### src/rtl/bypass_dma_responder_if.sv
// Descriptor, completion and data-stream signals of the bypass DMA responder.
// The responder attaches through the slave modport; the requester side uses master.
interface bypass_dma_responder_if #(
   parameter int DATA_BITS = 512,
   parameter int REQ_BITS  = 96
);
   logic                   s_rd_req_valid;
   logic                   s_rd_req_ready;
   logic [REQ_BITS-1:0]    s_rd_req_data;
   logic                   s_wr_req_valid;
   logic                   s_wr_req_ready;
   logic [REQ_BITS-1:0]    s_wr_req_data;
   logic                   m_rd_done_valid;
   logic                   m_rd_done_ready;
   logic [15:0]            m_rd_done_data;
   logic                   m_wr_done_valid;
   logic                   m_wr_done_ready;
   logic [15:0]            m_wr_done_data;
   logic [DATA_BITS-1:0]   m_axis_rd_tdata;
   logic [DATA_BITS/8-1:0] m_axis_rd_tkeep;
   logic                   m_axis_rd_tlast;
   logic                   m_axis_rd_tvalid;
   logic                   m_axis_rd_tready;
   logic [5:0]             m_axis_rd_tid;
   logic [DATA_BITS-1:0]   s_axis_wr_tdata;
   logic [DATA_BITS/8-1:0] s_axis_wr_tkeep;
   logic                   s_axis_wr_tlast;
   logic                   s_axis_wr_tvalid;
   logic                   s_axis_wr_tready;

   modport master (
      output s_rd_req_valid, s_rd_req_data, input s_rd_req_ready,
      output s_wr_req_valid, s_wr_req_data, input s_wr_req_ready,
      input  m_rd_done_valid, m_rd_done_data, output m_rd_done_ready,
      input  m_wr_done_valid, m_wr_done_data, output m_wr_done_ready,
      input  m_axis_rd_tdata, m_axis_rd_tkeep, m_axis_rd_tlast, m_axis_rd_tvalid, m_axis_rd_tid,
      output m_axis_rd_tready,
      output s_axis_wr_tdata, s_axis_wr_tkeep, s_axis_wr_tlast, s_axis_wr_tvalid,
      input  s_axis_wr_tready
   );

   modport slave (
      input  s_rd_req_valid, s_rd_req_data, output s_rd_req_ready,
      input  s_wr_req_valid, s_wr_req_data, output s_wr_req_ready,
      output m_rd_done_valid, m_rd_done_data, input m_rd_done_ready,
      output m_wr_done_valid, m_wr_done_data, input m_wr_done_ready,
      output m_axis_rd_tdata, m_axis_rd_tkeep, m_axis_rd_tlast, m_axis_rd_tvalid, m_axis_rd_tid,
      input  m_axis_rd_tready,
      input  s_axis_wr_tdata, s_axis_wr_tkeep, s_axis_wr_tlast, s_axis_wr_tvalid,
      output s_axis_wr_tready
   );
endinterface

### src/rtl/bypass_dma_responder.sv
// Loopback-style DMA responder: reads return an address-derived byte ramp, writes are
// consumed and checked for framing. Each channel is an independent IDLE/DATA/DONE FSM.
module bypass_dma_responder #(
   parameter int DATA_BITS = 512,
   parameter int REQ_BITS  = 96
) (
   input  logic                  aclk,
   input  logic                  aresetn,
   bypass_dma_responder_if.slave bus
);
   localparam int             BYTES   = DATA_BITS / 8;
   localparam int             KB      = $clog2(BYTES);
   localparam logic [7:0]     BYTES_B = 8'(BYTES);

   typedef enum logic [1:0] {S_IDLE, S_DATA, S_DONE} state_t;

   // Last-beat keep: low (len mod BYTES) lanes, or every lane when the remainder is zero.
   function automatic logic [BYTES-1:0] keep_mask(input logic [KB-1:0] rem);
      logic [BYTES-1:0] m;
      m = '0;
      for (int k = 0; k < BYTES; k++) m[k] = (rem == '0) || (k < int'(rem));
      return m;
   endfunction

   // ---------------- read channel ----------------
   state_t               r_rd_state;
   logic                 r_rd_req_ready, r_rd_tvalid, r_rd_tlast, r_rd_ctl, r_rd_done_valid;
   logic [DATA_BITS-1:0] r_rd_tdata;
   logic [BYTES-1:0]     r_rd_tkeep;
   logic [5:0]           r_rd_tid;
   logic [3:0]           r_rd_dest;
   logic [27:0]          r_rd_cnt;
   logic [7:0]           r_rd_base;
   logic [KB-1:0]        r_rd_rem;
   logic [15:0]          r_rd_done_data;

   logic                 w_rd_req_fire, w_rd_beat_fire;
   logic [27:0]          w_rd_len, w_rd_beats;
   logic [28:0]          w_rd_sum;
   logic [7:0]           w_rd_next_base;
   logic [DATA_BITS-1:0] w_rd_next_tdata;
   logic                 w_unused_rd;

   assign w_rd_req_fire  = bus.s_rd_req_valid && r_rd_req_ready;
   assign w_rd_beat_fire = r_rd_tvalid && bus.m_axis_rd_tready;
   assign w_rd_len       = bus.s_rd_req_data[75:48];
   assign w_rd_sum       = {1'b0, w_rd_len} + 29'(BYTES - 1);
   assign w_rd_beats     = 28'(w_rd_sum >> KB);
   assign w_rd_next_base = (r_rd_state == S_IDLE) ? bus.s_rd_req_data[7:0] : r_rd_base + BYTES_B;
   assign w_unused_rd    = ^{bus.s_rd_req_data[REQ_BITS-1:87], bus.s_rd_req_data[47:8]};

   for (genvar gi = 0; gi < BYTES; gi++) begin : g_rd_lane
      assign w_rd_next_tdata[gi*8 +: 8] = w_rd_next_base + 8'(gi);
   end

   always_ff @(posedge aclk or negedge aresetn) begin
      if (!aresetn) begin
         r_rd_state      <= S_IDLE;
         r_rd_req_ready  <= 1'b0;
         r_rd_tvalid     <= 1'b0;
         r_rd_tlast      <= 1'b0;
         r_rd_ctl        <= 1'b0;
         r_rd_done_valid <= 1'b0;
         r_rd_tdata      <= '0;
         r_rd_tkeep      <= '0;
         r_rd_tid        <= '0;
         r_rd_dest       <= '0;
         r_rd_cnt        <= '0;
         r_rd_base       <= '0;
         r_rd_rem        <= '0;
         r_rd_done_data  <= '0;
      end else begin
         case (r_rd_state)
            S_IDLE: begin
               r_rd_req_ready <= 1'b1;
               if (w_rd_req_fire) begin
                  r_rd_req_ready <= 1'b0;
                  r_rd_ctl       <= bus.s_rd_req_data[76];
                  r_rd_tid       <= bus.s_rd_req_data[82:77];
                  r_rd_dest      <= bus.s_rd_req_data[86:83];
                  r_rd_rem       <= w_rd_len[KB-1:0];
                  r_rd_cnt       <= w_rd_beats;
                  r_rd_base      <= w_rd_next_base;
                  r_rd_tdata     <= w_rd_next_tdata;
                  r_rd_tkeep     <= (w_rd_beats == 28'd1) ? keep_mask(w_rd_len[KB-1:0]) : '1;
                  r_rd_tlast     <= (w_rd_beats == 28'd1);
                  if (w_rd_len == '0) begin
                     // Empty read: no beats, completion flags the error.
                     if (bus.s_rd_req_data[76]) begin
                        r_rd_state      <= S_DONE;
                        r_rd_done_valid <= 1'b1;
                        r_rd_done_data  <= {5'b0, 1'b1, bus.s_rd_req_data[86:83],
                                            bus.s_rd_req_data[82:77]};
                     end else begin
                        r_rd_req_ready <= 1'b1;
                     end
                  end else begin
                     r_rd_state  <= S_DATA;
                     r_rd_tvalid <= 1'b1;
                  end
               end
            end
            S_DATA: begin
               if (w_rd_beat_fire) begin
                  if (r_rd_cnt == 28'd1) begin
                     r_rd_tvalid <= 1'b0;
                     r_rd_tlast  <= 1'b0;
                     r_rd_cnt    <= '0;
                     if (r_rd_ctl) begin
                        r_rd_state      <= S_DONE;
                        r_rd_done_valid <= 1'b1;
                        r_rd_done_data  <= {5'b0, 1'b0, r_rd_dest, r_rd_tid};
                     end else begin
                        r_rd_state     <= S_IDLE;
                        r_rd_req_ready <= 1'b1;
                     end
                  end else begin
                     r_rd_cnt   <= r_rd_cnt - 28'd1;
                     r_rd_base  <= w_rd_next_base;
                     r_rd_tdata <= w_rd_next_tdata;
                     r_rd_tkeep <= (r_rd_cnt == 28'd2) ? keep_mask(r_rd_rem) : '1;
                     r_rd_tlast <= (r_rd_cnt == 28'd2);
                  end
               end
            end
            S_DONE: begin
               if (bus.m_rd_done_ready) begin
                  r_rd_done_valid <= 1'b0;
                  r_rd_state      <= S_IDLE;
                  r_rd_req_ready  <= 1'b1;
               end
            end
            default: r_rd_state <= S_IDLE;
         endcase
      end
   end

   assign bus.s_rd_req_ready   = r_rd_req_ready;
   assign bus.m_axis_rd_tvalid = r_rd_tvalid;
   assign bus.m_axis_rd_tdata  = r_rd_tdata;
   assign bus.m_axis_rd_tkeep  = r_rd_tkeep;
   assign bus.m_axis_rd_tlast  = r_rd_tlast;
   assign bus.m_axis_rd_tid    = r_rd_tid;
   assign bus.m_rd_done_valid  = r_rd_done_valid;
   assign bus.m_rd_done_data   = r_rd_done_data;

   // ---------------- write channel ----------------
   state_t           r_wr_state;
   logic             r_wr_req_ready, r_wr_tready, r_wr_ctl, r_wr_err, r_wr_done_valid;
   logic [5:0]       r_wr_pid;
   logic [3:0]       r_wr_dest;
   logic [27:0]      r_wr_cnt;
   logic [KB-1:0]    r_wr_rem;
   logic [15:0]      r_wr_done_data;

   logic             w_wr_req_fire, w_wr_beat_fire, w_wr_is_last, w_wr_err_next;
   logic [27:0]      w_wr_len, w_wr_beats;
   logic [28:0]      w_wr_sum;
   logic             w_unused_wr;

   assign w_wr_req_fire  = bus.s_wr_req_valid && r_wr_req_ready;
   assign w_wr_beat_fire = r_wr_tready && bus.s_axis_wr_tvalid;
   assign w_wr_len       = bus.s_wr_req_data[75:48];
   assign w_wr_sum       = {1'b0, w_wr_len} + 29'(BYTES - 1);
   assign w_wr_beats     = 28'(w_wr_sum >> KB);
   assign w_wr_is_last   = (r_wr_cnt == 28'd1);
   // Framing error: tlast on the wrong beat, or a last-beat keep that disagrees with len.
   assign w_wr_err_next  = r_wr_err || (bus.s_axis_wr_tlast != w_wr_is_last) ||
                           (w_wr_is_last && (bus.s_axis_wr_tkeep != keep_mask(r_wr_rem)));
   assign w_unused_wr    = ^{bus.s_wr_req_data[REQ_BITS-1:87], bus.s_wr_req_data[47:0],
                             bus.s_axis_wr_tdata};

   always_ff @(posedge aclk or negedge aresetn) begin
      if (!aresetn) begin
         r_wr_state      <= S_IDLE;
         r_wr_req_ready  <= 1'b0;
         r_wr_tready     <= 1'b0;
         r_wr_ctl        <= 1'b0;
         r_wr_err        <= 1'b0;
         r_wr_done_valid <= 1'b0;
         r_wr_pid        <= '0;
         r_wr_dest       <= '0;
         r_wr_cnt        <= '0;
         r_wr_rem        <= '0;
         r_wr_done_data  <= '0;
      end else begin
         case (r_wr_state)
            S_IDLE: begin
               r_wr_req_ready <= 1'b1;
               if (w_wr_req_fire) begin
                  r_wr_req_ready <= 1'b0;
                  r_wr_ctl       <= bus.s_wr_req_data[76];
                  r_wr_pid       <= bus.s_wr_req_data[82:77];
                  r_wr_dest      <= bus.s_wr_req_data[86:83];
                  r_wr_rem       <= w_wr_len[KB-1:0];
                  r_wr_cnt       <= w_wr_beats;
                  r_wr_err       <= (w_wr_len == '0);
                  if (w_wr_len == '0) begin
                     if (bus.s_wr_req_data[76]) begin
                        r_wr_state      <= S_DONE;
                        r_wr_done_valid <= 1'b1;
                        r_wr_done_data  <= {5'b0, 1'b1, bus.s_wr_req_data[86:83],
                                            bus.s_wr_req_data[82:77]};
                     end else begin
                        r_wr_req_ready <= 1'b1;
                     end
                  end else begin
                     r_wr_state  <= S_DATA;
                     r_wr_tready <= 1'b1;
                  end
               end
            end
            S_DATA: begin
               if (w_wr_beat_fire) begin
                  r_wr_err <= w_wr_err_next;
                  if (w_wr_is_last) begin
                     r_wr_tready <= 1'b0;
                     r_wr_cnt    <= '0;
                     if (r_wr_ctl) begin
                        r_wr_state      <= S_DONE;
                        r_wr_done_valid <= 1'b1;
                        r_wr_done_data  <= {5'b0, w_wr_err_next, r_wr_dest, r_wr_pid};
                     end else begin
                        r_wr_state     <= S_IDLE;
                        r_wr_req_ready <= 1'b1;
                     end
                  end else begin
                     r_wr_cnt <= r_wr_cnt - 28'd1;
                  end
               end
            end
            S_DONE: begin
               if (bus.m_wr_done_ready) begin
                  r_wr_done_valid <= 1'b0;
                  r_wr_state      <= S_IDLE;
                  r_wr_req_ready  <= 1'b1;
               end
            end
            default: r_wr_state <= S_IDLE;
         endcase
      end
   end

   assign bus.s_wr_req_ready   = r_wr_req_ready;
   assign bus.s_axis_wr_tready = r_wr_tready;
   assign bus.m_wr_done_valid  = r_wr_done_valid;
   assign bus.m_wr_done_data   = r_wr_done_data;
endmodule

### src/flat_wrapper.sv
// flat-port wrapper written by rule: the top's interface ports become plain ports
module bypass_dma_responder_flat 
#(
   parameter int DATA_BITS = 512,
   parameter int REQ_BITS  = 96
)
  (aclk, aresetn, bus_s_rd_req_valid, bus_s_rd_req_data, bus_s_rd_req_ready, bus_s_wr_req_valid, bus_s_wr_req_data, bus_s_wr_req_ready, bus_m_rd_done_valid, bus_m_rd_done_data, bus_m_rd_done_ready, bus_m_wr_done_valid, bus_m_wr_done_data, bus_m_wr_done_ready, bus_m_axis_rd_tdata, bus_m_axis_rd_tkeep, bus_m_axis_rd_tlast, bus_m_axis_rd_tvalid, bus_m_axis_rd_tid, bus_m_axis_rd_tready, bus_s_axis_wr_tdata, bus_s_axis_wr_tkeep, bus_s_axis_wr_tlast, bus_s_axis_wr_tvalid, bus_s_axis_wr_tready);
  bypass_dma_responder_if #(.DATA_BITS(DATA_BITS), .REQ_BITS(REQ_BITS)) bus_i ();
  input  logic aclk;
  input  logic aresetn;
  input wire logic [$bits(bus_i.s_rd_req_valid)-1:0] bus_s_rd_req_valid;
  input wire logic [$bits(bus_i.s_rd_req_data)-1:0] bus_s_rd_req_data;
  output wire logic [$bits(bus_i.s_rd_req_ready)-1:0] bus_s_rd_req_ready;
  input wire logic [$bits(bus_i.s_wr_req_valid)-1:0] bus_s_wr_req_valid;
  input wire logic [$bits(bus_i.s_wr_req_data)-1:0] bus_s_wr_req_data;
  output wire logic [$bits(bus_i.s_wr_req_ready)-1:0] bus_s_wr_req_ready;
  output wire logic [$bits(bus_i.m_rd_done_valid)-1:0] bus_m_rd_done_valid;
  output wire logic [$bits(bus_i.m_rd_done_data)-1:0] bus_m_rd_done_data;
  input wire logic [$bits(bus_i.m_rd_done_ready)-1:0] bus_m_rd_done_ready;
  output wire logic [$bits(bus_i.m_wr_done_valid)-1:0] bus_m_wr_done_valid;
  output wire logic [$bits(bus_i.m_wr_done_data)-1:0] bus_m_wr_done_data;
  input wire logic [$bits(bus_i.m_wr_done_ready)-1:0] bus_m_wr_done_ready;
  output wire logic [$bits(bus_i.m_axis_rd_tdata)-1:0] bus_m_axis_rd_tdata;
  output wire logic [$bits(bus_i.m_axis_rd_tkeep)-1:0] bus_m_axis_rd_tkeep;
  output wire logic [$bits(bus_i.m_axis_rd_tlast)-1:0] bus_m_axis_rd_tlast;
  output wire logic [$bits(bus_i.m_axis_rd_tvalid)-1:0] bus_m_axis_rd_tvalid;
  output wire logic [$bits(bus_i.m_axis_rd_tid)-1:0] bus_m_axis_rd_tid;
  input wire logic [$bits(bus_i.m_axis_rd_tready)-1:0] bus_m_axis_rd_tready;
  input wire logic [$bits(bus_i.s_axis_wr_tdata)-1:0] bus_s_axis_wr_tdata;
  input wire logic [$bits(bus_i.s_axis_wr_tkeep)-1:0] bus_s_axis_wr_tkeep;
  input wire logic [$bits(bus_i.s_axis_wr_tlast)-1:0] bus_s_axis_wr_tlast;
  input wire logic [$bits(bus_i.s_axis_wr_tvalid)-1:0] bus_s_axis_wr_tvalid;
  output wire logic [$bits(bus_i.s_axis_wr_tready)-1:0] bus_s_axis_wr_tready;
  assign bus_i.s_rd_req_valid = bus_s_rd_req_valid;
  assign bus_i.s_rd_req_data = bus_s_rd_req_data;
  assign bus_s_rd_req_ready = bus_i.s_rd_req_ready;
  assign bus_i.s_wr_req_valid = bus_s_wr_req_valid;
  assign bus_i.s_wr_req_data = bus_s_wr_req_data;
  assign bus_s_wr_req_ready = bus_i.s_wr_req_ready;
  assign bus_m_rd_done_valid = bus_i.m_rd_done_valid;
  assign bus_m_rd_done_data = bus_i.m_rd_done_data;
  assign bus_i.m_rd_done_ready = bus_m_rd_done_ready;
  assign bus_m_wr_done_valid = bus_i.m_wr_done_valid;
  assign bus_m_wr_done_data = bus_i.m_wr_done_data;
  assign bus_i.m_wr_done_ready = bus_m_wr_done_ready;
  assign bus_m_axis_rd_tdata = bus_i.m_axis_rd_tdata;
  assign bus_m_axis_rd_tkeep = bus_i.m_axis_rd_tkeep;
  assign bus_m_axis_rd_tlast = bus_i.m_axis_rd_tlast;
  assign bus_m_axis_rd_tvalid = bus_i.m_axis_rd_tvalid;
  assign bus_m_axis_rd_tid = bus_i.m_axis_rd_tid;
  assign bus_i.m_axis_rd_tready = bus_m_axis_rd_tready;
  assign bus_i.s_axis_wr_tdata = bus_s_axis_wr_tdata;
  assign bus_i.s_axis_wr_tkeep = bus_s_axis_wr_tkeep;
  assign bus_i.s_axis_wr_tlast = bus_s_axis_wr_tlast;
  assign bus_i.s_axis_wr_tvalid = bus_s_axis_wr_tvalid;
  assign bus_s_axis_wr_tready = bus_i.s_axis_wr_tready;
  bypass_dma_responder #(.DATA_BITS(DATA_BITS), .REQ_BITS(REQ_BITS)) u_core (.aclk(aclk), .aresetn(aresetn), .bus(bus_i));
endmodule
### config.mk
export PLATFORM = sky130hd
export DESIGN_NAME = bypass_dma_responder_flat
export DESIGN_NICKNAME = d
export VERILOG_FILES = /design/src/rtl/bypass_dma_responder_if.sv /design/src/rtl/bypass_dma_responder.sv /design/src/flat_wrapper.sv
export SDC_FILE = /design/constraint.sdc
export NUM_CORES = 1
export LEC_CHECK = 0
export ABC_AREA = 0
export BUFFER_PORTS_ARGS = -buffer_cell sky130_fd_sc_hd__buf_4
export CORE_AREA = 4 4 540 542
export CTS_CLUSTER_DIAMETER = 100
export DETAILED_ROUTE_END_ITERATION = 16
export DIE_AREA = 0 0 544 546
export HOLD_SLACK_MARGIN = 0.1
export PLACE_DENSITY = 0.3
export SLEW_MARGIN = 20
export SYNTH_ARGS = -nofsm -noshare
export SYNTH_HDL_FRONTEND = slang
export SYNTH_SLANG_ARGS = --single-unit
export TNS_END_PERCENT = 100
### constraint.sdc
create_clock -name aclk -period 4.36 [get_ports aclk]
set_input_delay 0.218 -clock aclk [delete_from_list [all_inputs] [get_ports aclk]]
set_output_delay 0.218 -clock aclk [all_outputs]
set_load 0.02 [all_outputs]
Word level (Yosys, flattened, before mapping)

Index checks and enable logic that the tools add are counted.

Word-level logic and storage cells: 637
Register bits: 718

Muxes and demuxes: 102
Equal/unequal tests: 31
Add/sub/neg operators: 68
Order comparisons: 189
Reduce and logical (&&, ||, !) cells: 222

Operators with widths:

| cell                                                      | number |
|---|---|
| 2-to-1 mux 512 bit                                        | 3 |
| one-hot mux 512 bit (2 select lines)                      | 1 |
| less-than comparator 6 bit, first input constant          | 93 |
| 2-to-1 mux 64 bit                                         | 5 |
| less-than comparator 5 x 6 -> 1 bit, first input constant | 48 |
| adder 8 x 6 -> 8 bit, second input constant               | 32 |
| 2-to-1 mux 16 bit                                         | 12 |
| logical OR 1 bit                                          | 191 |
| 2-to-1 mux 28 bit                                         | 6 |
| less-than comparator 4 x 6 -> 1 bit, first input constant | 24 |
| adder 8 x 5 -> 8 bit, second input constant               | 16 |
| one-hot mux 64 bit (2 select lines)                       | 1 |
| one-hot mux 28 bit (2 select lines)                       | 2 |
| less-than comparator 3 x 6 -> 1 bit, first input constant | 12 |
| adder 8 x 4 -> 8 bit, second input constant               | 8 |
| != test 64 bit                                            | 1 |
| one-hot mux 16 bit (2 select lines)                       | 2 |
| adder 28 x 6 -> 29 bit, second input constant             | 2 |
| equality test 28 x 1 -> 1 bit, second input constant      | 2 |
| logical NOT 28 bit                                        | 2 |
| subtractor 28 x 1 -> 28 bit, second input constant        | 2 |
| 2-to-1 mux 1 bit                                          | 41 |
| less-than comparator 1 x 6 -> 1 bit, first input constant | 6 |
| less-than comparator 2 x 6 -> 1 bit, first input constant | 6 |
| 29 further kinds                                          | 94 |

Logic depth before layout (Yosys ltp)

Gate-level depths: netlist of the first run.

Word-level depth: 9
Depth in mapped cells: 14
Depth with buffers taken out: 11

Worst setup path after synthesis of the first run

Ideal clock, no wire load.

Kind: register to register
Start: register u_core.r_rd_state[0]
End: register u_core.r_rd_tdata[359] (netlist: u_core.bus.m_axis_rd_tdata[359])
Arrival: 3.398 ns
Path slack: 0.829 ns
Stages on the path, launching flop included: 15
Path buffers: 5
Path through: dfrtp_1 -> inv_1 -> ha_1 -> clkbuf_1 -> clkbuf_1 -> mux2i_1 -> clkbuf_1 -> buf_1 -> ha_1 -> and2_1 -> clkbuf_1 -> nor2_1 -> o21ai_0 -> xor2_1 -> o21ai_0

Word-level cells in the longest chain between the ends: 6
Elaborated cells on any way between the ends: 13
Those cells by class: add/sub: 1; eq/ne: 4; mux: 5; reduce/logical: 3

RTL lines:

| item                                 | RTL line                                               | RTL |
|---|---|---|
| from (decl)                          | bypass_dma_responder.sv:26                             | `state_t r_rd_state;` |
| from (signal assigned)               | bypass_dma_responder.sv:58                             | `r_rd_state <= S_IDLE;` |
| from (signal assigned)               | bypass_dma_responder.sv:90                             | `r_rd_state <= S_DONE;` |
| from (signal assigned)               | bypass_dma_responder.sv:98                             | `r_rd_state <= S_DATA;` |
| logical NOT 2 bit                    | bypass_dma_responder.sv:49, bypass_dma_responder.sv:73 |  |
| 2-to-1 mux 8 bit                     | bypass_dma_responder.sv:49                             | `assign w_rd_next_base = (r_rd_state == S_IDLE) ? bus.s_rd_req_data[7:0] : r_rd_base + BYTES_B;` |
| adder 8 x 6 -> 8 bit                 | bypass_dma_responder.sv:53                             | `assign w_rd_next_tdata[gi*8 +: 8] = w_rd_next_base + 8'(gi);` |
| 2-to-1 mux 512 bit                   | bypass_dma_responder.sv:105                            | `if (r_rd_cnt == 28'd1) begin` |
| 2-to-1 mux 512 bit                   | bypass_dma_responder.sv:104                            | `if (w_rd_beat_fire) begin` |
| one-hot mux 512 bit (2 select lines) | bypass_dma_responder.sv:73                             | `case (r_rd_state)` |
| to (signal assigned)                 | bypass_dma_responder.sv:84                             | `r_rd_tdata <= w_rd_next_tdata;` |
| to (signal assigned)                 | bypass_dma_responder.sv:120                            | `r_rd_tdata <= w_rd_next_tdata;` |
| to (decl)                            | bypass_dma_responder.sv:28                             | `logic [DATA_BITS-1:0] r_rd_tdata;` |

Parallel ways exist; a longest one is shown, timed or not. The select of a mux whose other input is x is not followed.
A chain may end at the register's enable or synchronous reset.

Final worst setup path of the first run

Start: register u_core.r_rd_state[0]
End: register u_core.r_rd_tdata[221] (netlist: u_core.bus.m_axis_rd_tdata[221])

Word-level cells in the longest chain between the ends: 6
Elaborated cells on any way between the ends: 13
Those cells by class: add/sub: 1; eq/ne: 4; mux: 5; reduce/logical: 3

RTL lines:

| item                                   | RTL line                    | RTL |
|---|---|---|
| logical NOT 2 bit *                    | bypass_dma_responder.sv:49  |  |
| 2-to-1 mux 8 bit *                     | bypass_dma_responder.sv:49  |  |
| named net u_core.w_rd_next_base[2]     | bypass_dma_responder.sv:40  | `logic [7:0] w_rd_next_base;` |
| adder 8 x 5 -> 8 bit *                 | bypass_dma_responder.sv:53  |  |
| 2-to-1 mux 512 bit                     | bypass_dma_responder.sv:105 |  |
| 2-to-1 mux 512 bit                     | bypass_dma_responder.sv:104 |  |
| one-hot mux 512 bit (2 select lines) * | bypass_dma_responder.sv:73  |  |

The timed path passes the listed nets; every way through them passes the cells marked *. The select of a mux whose other input is x is not followed.

==> impl_metrics.ini, run 1 <==
[grt]
grt_usage_pct = 9.05
grt_pass1_wl_um = 197000
grt_max_degree = 98
grt_pass1_vias = 25000
overflow = 0
antenna_found_initial = 20

[synthesis]
syn_avg_cell_area_um2 = 8.52
synth_fa_ha_area_share_pct = 1.60
synth.distinct_cells = 74
synth_seq_area_share_pct = 41.6
synth.cell_area_um2 = 26600
synth_top_family_by_area = simple AND/OR/NAND/NOR gates
synth_simple_gate_area_share_pct = 17.8
synth_mux_area_share_pct = 2.83
synth-xor-area-share_pct = 8.10
ys_warn_count = 0
syn_inst = 3125
ys_ff_latch = 442
synth-async-reset-ratio_pct = 100
synth-compound-area-share_pct = 16.7
synth_edf_count = 0
ys.flop_type = dfrtp_1

[floorplanning]
initial_core_util_pct = 9.27
ios = 1398
fp.dieH_um = 546
core_area_um2 = 287000
placementRows = 197
die-area_um2 = 297000
die_w_um = 544

[route]
met1_length_um = 58700
drtPass1Iterations = 6
drt_iter0_drc = 1370
detail-route-antenna-nets = 0
vias = 24900
met3_length_um = 9060
wire_per_inst_um = 18.7
highest_layer = met5
route.detailed.drc = 0
finalWirelength_um = 141000
dr_wl_met2_um = 69500
vias_per_cell = 3.30

[worst_setup_path]
endpoint_kind = register
r2r_start = u_core.r_rd_state[0]$_DFFE_PN0P_
arrival_ns = 4.45
crit_path_max_incr_delay_ns = 0.69
slowest_stage = ha_2
worstSetupStartpointType = register
rr_worst_depth = 13
path_common_cell = buf_4
worstPathMaxFanout = 15
required_ns = 4.91
crit_chain = inv_1, ha_2, mux2i_2, buf_4, inv_1, buf_4, ha_1, a21oi_1, buf_4, nand2_1, xnor2_1, nor2_1, nor2_1
timing.rr.end = u_core.bus.m_axis_rd_tdata[221]$_DFFE_PN0P_
regToRegSetupSlack_ns = 0.46
crit_type = register to register

[sta]
fin_crit_sh_pct = 89.4
holdWs_ns = 0.180
fin_setup_tns_ns = 0
timing.fmax_ghz = 0.256
hold_violations = 0
fin_crit_ns = 3.90
clock_skew_ns = 0.0352
tightest_slew_ns = 1.01
report.final.slew_viol_count = 0
relSlewSlack_pct = 32.3
setup_viol = 0
rsz0062_at_grt = no

[outcome]
outcome = finished, final reports clean

[finish]
layout_common_cells = buf_4 (878), nand2_1 (473), dfrtp_1 (442), o21ai_0 (321), nor2_1 (277)
drive_gt1_share_pct = 28.5
areaGrowthSynthToFinish_pct = 45.2
fin_area_um2 = 38600
fin_nets = 4523
final_common_cell = buf_4

[clocking]
htree_levels = 2
cts_tree = done
clkSlewWorstSetupHoldPaths_ns = 0.06
numCtsBuffers = 58
clk_path_buf_depth = 3
cts.sinks = 442
clk_latency_ns = 0.67
clockRootBuffer = clkbuf_16

[power]
power_density_nw_per_um2 = 985
irDropWorstVdd_v = 0.000455
p_leak_nw = 15.9

[placement]
dp_hpwl_um = 110000
gp_congestion = 0.834
place_area_um2 = 35500
portBuffers = 769

[run]
cap_violations = 0

[hold_path]
worstHoldPathType = input port to asynchronous set/reset pin
## worst max path at each step
stage / cells after the start / endpoint / slack [ns] / from
after detailed placement: 13 / u_core.bus.m_axis_rd_tdata[221]$_DFFE_PN0P_ / 0.28 / u_core.r_rd_state[0]$_DFFE_PN0P_
after global placement: 13 / u_core.bus.m_axis_rd_tdata[221]$_DFFE_PN0P_ / 0.27 / u_core.r_rd_state[0]$_DFFE_PN0P_
after floorplan: 14 / u_core.bus.m_axis_rd_tdata[359]$_DFFE_PN0P_ / 0.83 / u_core.r_rd_state[0]$_DFFE_PN0P_
final: 13 / u_core.bus.m_axis_rd_tdata[221]$_DFFE_PN0P_ / 0.46 / u_core.r_rd_state[0]$_DFFE_PN0P_
after global routing: 13 / u_core.bus.m_axis_rd_tdata[221]$_DFFE_PN0P_ / 0.16 / u_core.r_rd_state[0]$_DFFE_PN0P_
after CTS: 13 / u_core.bus.m_axis_rd_tdata[221]$_DFFE_PN0P_ / 0.26 / u_core.r_rd_state[0]$_DFFE_PN0P_
## routing by layer
metal	GRT usage (%)	vias up
met5	0	-
met4	2.45	4
met3	1.92	157
met2	16.0	966
met1	11.0	12200
li1	-	11600
## power breakdown
| group | switching, W | total [W] | leakage, nW | internal (W) |
|---|---|---|---|---|
| logic | 0.0156 | 0.0246 | 9.66 | 0.00898 |
| clock network | 0.00215 | 0.00533 | 1.04 | 0.00318 |
| registers | 0.00192 | 0.00813 | 5.21 | 0.00621 |
## cell type report
cell class / count / area, um^2
flip-flops and latches: 442 / 11100
fillers: 32900 / 248000
clock buffers: 83 / 1730
repair buffers: 996 / 7920
inverters: 42 / 158
multi-input cells: 2172 / 12700
clock inverters: 25 / 367
diodes: 8 / 20.0
well taps: 3781 / 4730
## state kept, by name, indices dropped and copies added, names as in the netlist, 2 cells and up
signal	flops
u_core.bus.m_rd_done_data	11
u_core.r_wr_dest	4
u_core.r_rd_dest	4
u_core.bus.m_axis_rd_tkeep	64
u_core.r_rd_rem	6
u_core.bus.m_axis_rd_tid	6
u_core.bus.m_wr_done_data	11
u_core.bus.m_axis_rd_tdata	254
u_core.r_wr_state	2
u_core.r_rd_cnt	28
u_core.r_wr_rem	6
u_core.r_wr_cnt	28
u_core.r_wr_pid	6
u_core.r_rd_state	2
## metrics by stage
stage,worst slack [ns],total power [W],cells,utilization [%]
finish,0.461,0.0381,7549,13.5
detailed placement,0.285,0.0333,7330,12.4
global route,0.158,0.0409,7545,13.5
floorplan,0.829,0.0231,3134,-
CTS,0.259,0.0390,7541,13.5
global placement,0.275,0.0333,7330,12.4
## cells in the mapped netlist, drive strengths merged, types with 14 or more instances
library cell | instances | area share (%)
nand2 | 473 | 6.7
dfrtp | 442 | 42
o21ai | 336 | 6.3
buf | 328 | 8.7
nor2 | 279 | 3.9
xnor2 | 165 | 5.4
a21oi | 157 | 3.0
clkbuf | 150 | 2.1
xor2 | 81 | 2.7
nand3 | 68 | 1.3
nor3 | 59 | 1.1
a21o | 44 | 1.2
inv | 41 | 0.58
mux2 | 39 | 1.7
ha | 34 | 1.6
mux2i | 31 | 1.2
nor4 | 31 | 0.91
a31oi | 30 | 0.71
nand4 | 29 | 0.71
o22ai | 27 | 0.63
o211ai | 21 | 0.61
o21a | 20 | 0.56
and3 | 19 | 0.45
nand2b | 19 | 0.45
nor2b | 19 | 0.45
a22o | 16 | 0.53
o31ai | 16 | 0.45
or3 | 16 | 0.38
or4 | 14 | 0.42
## worst max-delay path, delay by kind of cell, from the launching register on
family	cells	cell delay, ns
xor+xnor	1	0.21
compound gates	1	0.12
buf+inv	5	1.12
flops	1	0.44
simple gates	3	0.66
mux	1	0.28
fa+ha+maj	2	0.90
## cell families after synthesis
group | Yosys count
and+or+nand+nor | 1063
AOI/OAI and AO/OA | 749
buffers and inverters | 520
DFF | 442
xor gates and xnor gates | 246
muxes | 70
adders and majority gates | 34
other | 1
## repair_timing
action	CTS	global route
endpoints found under the setup margin	0	0
hold buffers	103	0
gates resized for setup	0	0
hold endpoints to repair	202	0
buffers inserted	0	0
Note: power is estimated with default switching activity, not from simulation.
==> run 2: changes to the inputs <==
CTS_CLUSTER_DIAMETER = 120   (was 100)
MAX_ROUTING_LAYER = met4   (was unset)
==> run 2 against run 1 <==
Against the previous run:
- worst setup slack better by 0.15 ns
- core utilization barely moved
- count of clock-buffer cells in the layout increased by 13
- via count about the same
- fmax grew 4.0%
- final area rose by 0.19%
- total power rose by 0.48%
- final cell count is 0.25% higher
- critical path depth is 2 lower
- flip-flop and latch count unchanged
- non-clock buffer count is 5 lower
- sequential share of layout area down 0.054 points
==> impl_metrics.ini, run 2 (synthesis gave the netlist of run 1 again) <==
[sta]
tightest_slew_ns = 1.10
timing.fmax_ghz = 0.267
rsz0062_at_grt = no
clock_skew_ns = 0.0308
report.final.slew_viol_count = 0
fin_setup_tns_ns = 0
fin_crit_ns = 3.75
relSlewSlack_pct = 26.4
fin_crit_sh_pct = 86.0
setup_viol = 0
hold_violations = 0

[route]
vias = 24900
drt_iter0_drc = 1542
vias_per_cell = 3.30
drtPass1Iterations = 6
finalWirelength_um = 142000
wire_per_inst_um = 18.8
route.detailed.drc = 0
detail-route-antenna-nets = 0

[grt]
grt_pass1_vias = 25100
antenna_found_initial = 25
grt_max_degree = 100
overflow = 0
grt_pass1_wl_um = 199000
grt_usage_pct = 9.44

[floorplanning]
fp.dieH_um = 546
core_area_um2 = 287000
placementRows = 197
die-area_um2 = 297000
ios = 1398
die_w_um = 544
initial_core_util_pct = 9.27

[finish]
layout_common_cells = buf_4 (879), nand2_1 (473), dfrtp_1 (442), o21ai_0 (321), nor2_1 (277)
fin_nets = 4526
largest_reg_flops = 254
final_common_cell = buf_4
fin_util_pct = 13.5
areaGrowthSynthToFinish_pct = 45.5
nFillCells = 32900
drive_gt1_share_pct = 28.4

[worst_setup_path]
endpoint = u_core.bus.m_axis_rd_tkeep[4]$_DFFE_PN0P_
path_common_cell = buf_4
slowest_stage = o311ai_0
r2r_start = u_core.r_rd_cnt[0]$_DFFE_PN0P_
worstSetupStartpointType = input port
rr_worst_depth = 10
critPathTopFamily = simple AND/OR/NAND/NOR gates
endpoint_kind = register
arrival_ns = 4.26
crit_path_max_incr_delay_ns = 0.79
startpoint = bus_s_rd_req_data[49]
worstPathMaxFanout = 18
timing.rr.end = u_core.r_rd_cnt[22]$_DFFE_PN0P_
crit_type = input port to register
required_ns = 4.87
path_buf_inv = 3
crit_chain = dlygate4sd3_1, buf_4, nor4_2, buf_4, a21oi_1, and3_1, mux2_2, o2111ai_1, nand2b_1, o311ai_0, nand2_1
critical_path_depth = 11
regToRegSetupSlack_ns = 0.62

[clocking]
post_cts_buffers = 0
htree_levels = 3
cts_tree = done
clk_latency_ns = 0.66
cts.sinks = 442
ctsResizeCount = 0
numCtsBuffers = 66
clockRootBuffer = clkbuf_16
clk_path_buf_depth = 3
clkSlewWorstSetupHoldPaths_ns = 0.06

[placement]
gp_congestion = 0.846
portBuffers = 769
dp_hpwl_um = 110000

[run]
cap_violations = 0

[outcome]
outcome = finished, final reports clean

[power]
irDropWorstVdd_v = 0.000423
p_leak_nw = 15.9
power_density_nw_per_um2 = 988

[hold_path]
worstHoldPathType = input port to register
run 2: area by class of cell:
class | instances | area [um^2] | share of cell area [%]
well taps | 3781 | 4730 | 12.2
clock buffers | 96 | 1920 | 4.95
inverters | 42 | 158 | 0.407
multi-input cells | 2172 | 12700 | 32.7
diodes | 21 | 52.6 | 0.136
clock inverters | 23 | 300 | 0.776
repair buffers | 991 | 7840 | 20.2
flip-flops and latches | 442 | 11100 | 28.6
run 2: how the worst min path moves through the flow:
stage / from / depth (start not counted) / to
floorplan: aresetn / 0 / u_core.bus.m_axis_rd_tdata[101]$_DFFE_PN0P_
global placement: aresetn / 1 / u_core.bus.m_axis_rd_tdata[229]$_DFFE_PN0P_
detailed placement: aresetn / 1 / u_core.bus.m_axis_rd_tdata[229]$_DFFE_PN0P_
CTS: bus_s_rd_req_data[52] / 6 / u_core.bus.m_axis_rd_tkeep[9]$_DFFE_PN0P_
global route: bus_s_rd_req_data[3] / 4 / u_core.bus.m_axis_rd_tdata[387]$_DFFE_PN0P_
finish: bus_s_rd_req_data[52] / 6 / u_core.bus.m_axis_rd_tkeep[8]$_DFFE_PN0P_
run 2: power by group:
| part | internal, W | switching [W] | total [W] |
|---|---|---|---|
| Sequential | 0.00621 | 0.00193 | 0.00814 |
| Clock | 0.00328 | 0.00232 | 0.00560 |
| Combinational | 0.00892 | 0.0156 | 0.0245 |
run 2: tightest hold or removal path: stages:
cell	delay, ns
buf_4	0.11
nor2_1	0.04
buf_4	0.16
nand2_1	0.06
nand2_1	0.05
a31oi_1	0.15
run 2: metrics by stage:
step	hold slack, ns	cells	cell area, um^2	power [W]	setup slack, ns
2_1_floorplan	-0.0776	3134	26600	0.0231	0.829
3_3_place_gp	0.328	7328	35400	0.0332	0.532
3_5_place_dp	0.325	7328	35400	0.0332	0.546
4_1_cts	0.140	7547	38700	0.0391	0.524
5_1_grt	0.171	7562	38700	0.0411	0.355
6_report	0.192	7568	38700	0.0382	0.609
run 2: what timing repair did:
item	CTS	global route
endpoints found under the hold margin	191	0
hold buffers	100	0
setup endpoints to repair	0	0
run 2: routing by layer:
layer | vias to the layer above | wire [um] | global-route usage (%)
met2 | 962 | 69300 | 16.0
met4 | 0 | 4150 | 2.51
met5 | - | 0 | -
li1 | 11700 | - | -
met3 | 157 | 9720 | 2.08
met1 | 12100 | 59300 | 11.2
